## src/rtl/rot_step_sequencer.sv

```systemverilog
// Sequencer around a single-pass 8-bit rotate stage: one pass per set bit of the amount, highest bit first.
// Build option ROT_ZERO_BYPASS_EN: a zero-amount request goes straight from IDLE to DONE.
module rot_step_sequencer #(
  parameter int DATA_W = 8,
  parameter int AMT_W  = 3
) (
  input  logic              clk,
  input  logic              rst_n,
  input  logic              in_valid,
  output logic              in_ready,
  input  logic [DATA_W-1:0] in_data,
  input  logic              in_dir,
  input  logic [AMT_W-1:0]  in_amt,
  output logic [DATA_W-1:0] rot_in,
  output logic              rot_dir,
  output logic [AMT_W-1:0]  rot_shift,
  input  logic [DATA_W-1:0] rot_out,
  output logic              out_valid,
  input  logic              out_ready,
  output logic [DATA_W-1:0] out_data,
  output logic              busy
);

  typedef enum logic [1:0] {
    IDLE = 2'd0,
    STEP = 2'd1,
    DONE = 2'd2
  } state_t;

  state_t              r_state;
  logic [DATA_W-1:0]   r_acc;
  logic                r_dir;
  logic [AMT_W-1:0]    r_rem;
  logic [AMT_W-1:0]    w_top;
  logic [AMT_W-1:0]    w_rem_next;

  // Highest set bit first, matching the stage's own shift priority.
  always_comb begin
    w_top = '0;
    for (int i = 0; i < AMT_W; i++) begin
      if (r_rem[i]) begin
        w_top    = '0;
        w_top[i] = 1'b1;
      end
    end
  end

  assign w_rem_next = r_rem & ~w_top;

  assign in_ready  = rst_n && (r_state == IDLE);
  assign busy      = (r_state != IDLE);
  assign out_valid = (r_state == DONE);
  assign out_data  = r_acc;
  assign rot_in    = r_acc;
  assign rot_dir   = r_dir;
  assign rot_shift = (r_state == STEP) ? w_top : '0;

  always_ff @(posedge clk or negedge rst_n) begin
    if (!rst_n) begin
      r_state <= IDLE;
      r_acc   <= '0;
      r_dir   <= 1'b0;
      r_rem   <= '0;
    end else begin
      case (r_state)
        IDLE: begin
          if (in_valid) begin
            r_acc <= in_data;
            r_dir <= in_dir;
            r_rem <= in_amt;
`ifdef ROT_ZERO_BYPASS_EN
            r_state <= (in_amt == '0) ? DONE : STEP;
`else
            r_state <= STEP;
`endif
          end
        end
        STEP: begin
          // A zero amount still takes one identity pass through the stage here.
          r_acc <= rot_out;
          r_rem <= w_rem_next;
          if (w_rem_next == '0) begin
            r_state <= DONE;
          end
        end
        DONE: begin
          if (out_ready) begin
            r_state <= IDLE;
          end
        end
        default: r_state <= IDLE;
      endcase
    end
  end

endmodule

```

## config.mk

```make
export PLATFORM = sky130hd
export DESIGN_NAME = rot_step_sequencer
export DESIGN_NICKNAME = d
export VERILOG_FILES = /design/src/rtl/rot_step_sequencer.sv
export SDC_FILE = /design/constraint.sdc
export NUM_CORES = 1
export LEC_CHECK = 0
export ABC_AREA = 0
export CORE_MARGIN = 4
export CORE_UTILIZATION = 30
export CTS_CLUSTER_DIAMETER = 100
export DETAILED_ROUTE_END_ITERATION = 8
export PLACE_DENSITY = 0.67
export SLEW_MARGIN = 20
export SYNTH_ARGS = -nofsm -noshare
export SYNTH_HDL_FRONTEND = slang
export SYNTH_SLANG_ARGS = --single-unit
```

## constraint.sdc

```tcl
create_clock -name clk -period 2.3 [get_ports clk]
set_input_delay 0.23 -clock clk [delete_from_list [all_inputs] [get_ports clk]]
set_output_delay 0.23 -clock clk [all_outputs]
set_load 0.01 [all_outputs]
```

Word-level counts from Yosys, hierarchy flattened
Cells that the tools add are included.
{ "word_totals": {"regBits": 14, "mem_count": 0, "latch_bits": 0, "rom_bits": 0, "mem_bits_rw": 0, "wordCells": 31, "out_inout_bits": 23} }
{ "classes": {"n_shift": 0, "n_mux": 12, "n_bitwise": 2, "eq_ne": 5, "n_mul": 0, "n_lt_le_gt_ge": 0, "addsub": 0, "reduce_logical": 8, "n_div": 0} }
{ "op_table": {"columns": ["cell", "n"], "rows": [
  ["case mux 8 bit (2 select lines)", 1],
  ["2-to-1 mux 3 bit", 3],
  ["2-to-1 mux 2 bit", 4],
  ["2-to-1 mux 8 bit", 1],
  ["case mux 2 bit (3 select lines)", 1],
  ["case mux 3 bit (2 select lines)", 1],
  ["!= test 2 x 1 -> 1 bit (second input constant)", 2],
  ["AND reduction 2 bit", 2],
  ["nonzero test 2 bit", 2],
  ["bitwise AND 3 bit", 1],
  ["zero test 3 bit", 1],
  ["NOT 3 bit", 1],
  ["AND reduction 3 bit", 1],
  ["== test 2 x 1 -> 1 bit (second input constant)", 1],
  ["== test 2 bit (second input constant)", 1],
  ["zero test 2 bit", 1],
  ["!= test 2 bit (second input constant)", 1],
  ["logical AND 1 bit", 1],
  ["2-to-1 mux 1 bit", 1]
]} }

Logic depth before layout (Yosys ltp)
{ "depth": {"word_depth": 8, "ltp_mapped": 3, "ltp_nobuf": 2} }

Worst setup path before layout
No wires, ideal clock.
{ "synth_timing": {"path_kind": "reg-to-output", "from": "reg r_state[1]", "to": "out in_ready", "path_stages_with_launch": 4, "n_path_buf": 1, "t_arrival_ns": 1.003, "slack_ns": 1.067, "path_cell_list": "dfrtp_1 > buf_6 > nor2_2 > and2_1"} }
{ "synth_between": {"elab_chain_cells": 2} }
{ "synth_rtl": {"columns": ["element", "line_no", "source"], "rows": [
  ["start: declaration", "30", "state_t r_state;"],
  ["start signal: assignment", "60", "r_state <= IDLE;"],
  ["start signal: assignment", "74", "r_state <= STEP;"],
  ["start signal: assignment", "83", "r_state <= DONE;"],
  ["zero test 2 bit", "50", "assign in_ready = rst_n && (r_state == IDLE);"],
  ["logical AND 1 bit", "50", null],
  ["end: declaration", "10", "output logic in_ready,"]
]} }
Every way passes these cells.

Final worst setup path
Same ends and word-level chain as after synthesis.

==> flow_summary.json <==
{
  "cp.arrival_ps": 1920,
  "dr.pass1.iters": 5,
  "antenna_found_initial": 0,
  "synth_nets": 111,
  "cts.sink_count": 14,
  "crit_slowest_cell": "clkdlybuf4s50_1",
  "drc": 0,
  "ff2ff_setup_slack_ps": 1040,
  "num_vias": 788,
  "fin_setup_tns_ps": 0,
  "setup_viol": 0,
  "peakVddDrop_mv": 0.5555,
  "finalPower_mw": 1.570,
  "clk_pin_slew_ps": 90,
  "setup.worst_path.end_class": "output pin",
  "drt_iter0_drc": 47,
  "yosysSeqAreaShare_pct": 39.83,
  "io_pins": 47,
  "io_buffers": 46,
  "path_buf_inv": 1,
  "start_kind": "register",
  "place_congestion": 0.6491,
  "fin_crit_ps": 2150,
  "cp_top_family": "simple AND/OR/NAND/NOR gates",
  "worstReg2RegStart": "r_state[0]$_DFFE_PN0P_",
  "tightest_slew_ps": 394.0,
  "insertion_delay_ps": 280,
  "ys_types": 29,
  "grt_pass1_vias": 824,
  "maxCapViolCount": 0,
  "grt_overflow": 0,
  "ys_ff_latch": 14,
  "yosys-top-cells-area": "dfrtp_1 40%, a222oi_1 9.1%, buf_4 7.7%",
  "diodes": 0,
  "wl_per_cell_um": 13.66,
  "status": "complete, no violations",
  "dpl.hpwl_mm": 1.721,
  "powerDensity_nw_per_um2": 1172,
  "hold_buffers": 0,
  "slew_viol_final": 0,
  "grt_first_pass_wirelength_mm": 3.891,
  "synth_top_cell_area_share_pct": 39.83,
  "die-area_um2": 3862,
  "fp.dieH_um": 62.15,
  "core-area_um2": 2781,
  "worst-setup-path-type": "register to output pin",
  "worstPathMaxFanout": 13,
  "drive_gt1_share_pct": 10.16,
  "cpPeakStageDelay_ps": 530,
  "rsz0062_at_grt": "no",
  "syn_area_um2": 879.6,
  "syn_inst": 87,
  "wl_mm": 2.172,
  "finalHoldViolCount": 0,
  "synth_flop_cell": "dfrtp_1",
  "fin_worst_skew_ps": 2.556,
  "rows": 19,
  "async_reset_ff_share_pct": 100.0,
  "synth_warnings": 0,
  "p_leak_nw": 0.6215,
  "numCtsBuffers": 3,
  "viasPerCell": 4.956,
  "min_path_type": "primary input to async pin",
  "finalCritPeriodShare_pct": 93.49,
  "pre_cts_ws_ps": 444.9,
  "grt_max_degree": 15,
  "synthToLayoutAreaGrowth_pct": 52.35,
  "yosysTopAreaCell": "dfrtp_1",
  "cts_tree": "done",
  "cp_data_required_time_ps": 2070,
  "r2r_end": "rot_dir$_DFFE_PN0P_",
  "synth_area_per_cell_um2": 10.11,
  "nFillCells": 261,
  "reg2reg_depth": 3,
  "die_w_um": 62.15,
  "final_common_cell": "clkdlybuf4s50_1",
  "maxSlewHeadroom_pct": 73.70,
  "clk_path_buf_depth": 2,
  "ant_nets": 0,
  "root_buffer": "clkbuf_4",
  "cts_resized": 0,
  "cts_max_level": 1,
  "final_cell_mix": "46 x clkdlybuf4s50_1, 18 x inv_1, 14 x dfrtp_1",
  "synth_edf_count": 0,
  "postCtsSetupBuffers": 0,
  "timing.fmax_mhz": 465.1,
  "num-nets-final": 153,
  "grt_usage_pct": 12.10,
  "crit_chain": "nor2_2 > and2_1 > clkdlybuf4s50_1",
  "initial_utilization_pct": 31.62,
  "finalWorstSetupSlack_ps": 149.7
}
-- stage by stage --
step	instances	hold slack [ps]	utilization (%)	cell area (um^2)
floorplan	87	-65.59	-	879.6
global placement	155	494.3	46.87	1304
detailed placement	155	510.3	46.87	1304
CTS	159	272.9	48.18	1340
global route	159	266.2	48.18	1340
finish	159	274.9	48.18	1340
-- cell type report --
class	instances	area (um^2)	share of cell area (%)
Timing Repair Buffer	49	483.0	36.04
Multi-Input combinational cell	43	364.1	27.17
Sequential cell	14	350.3	26.14
Inverter	18	67.56	5.042
Tap cell	31	38.79	2.894
Clock buffer	4	36.28	2.708
-- report_power, final --
| part | internal [mW] | switching, mW | leakage, nW | total (mW) |
|---|---|---|---|---|
| registers | 0.364 | 0.125 | 0.163 | 0.489 |
| clock network | 0.0964 | 0.0822 | 0.0210 | 0.179 |
| logic | 0.536 | 0.367 | 0.437 | 0.902 |
-- registers in the layout, summed over array words and instances, names as in the netlist --
register,count
out_data,8
rot_dir,1
r_rem,3
r_state,2
-- metal layers --
layer,wire length (um),vias up,GRT usage [%]
met3,130,0,4.144
met2,1131,35,20.47
met5,0,-,0
met1,910,374,14.43
li1,-,379,-
met4,0,0,3.252
-- kinds of logic after synthesis --
kind of cell    after synthesis  share of synthesized area [%]
simple gates                 26                          22.05
fa+ha+maj                     1                          1.138
buf+inv                      30                          18.77
flops                        14                          39.83
mux                           1                          1.280
compound gates               15                          16.93
-- synth_stat cells (all sizes together), types with 2 or more instances --
master  instances
a211o           2
and4bb          2
nor2            2
and2            2
a222oi          8
nor2b          10
or3b            2
inv            18
buf            11
dfrtp          14
nor3b           3
-- worst max path at each step --
stage                      startpoint  endpoint  slack [ps]  cells after the start
2_1_floorplan  r_state[1]$_DFFE_PN0P_  in_ready        1070                      3
6_report       r_state[1]$_DFFE_PN0P_  in_ready         150                      3
3_5_place_dp   r_state[1]$_DFFE_PN0P_  in_ready         440                      3
3_3_place_gp   r_state[1]$_DFFE_PN0P_  in_ready         480                      3
4_1_cts        r_state[1]$_DFFE_PN0P_  in_ready         120                      3
5_1_grt        r_state[1]$_DFFE_PN0P_  in_ready           7                      3
Note: power is estimated with default switching activity, not from simulation.
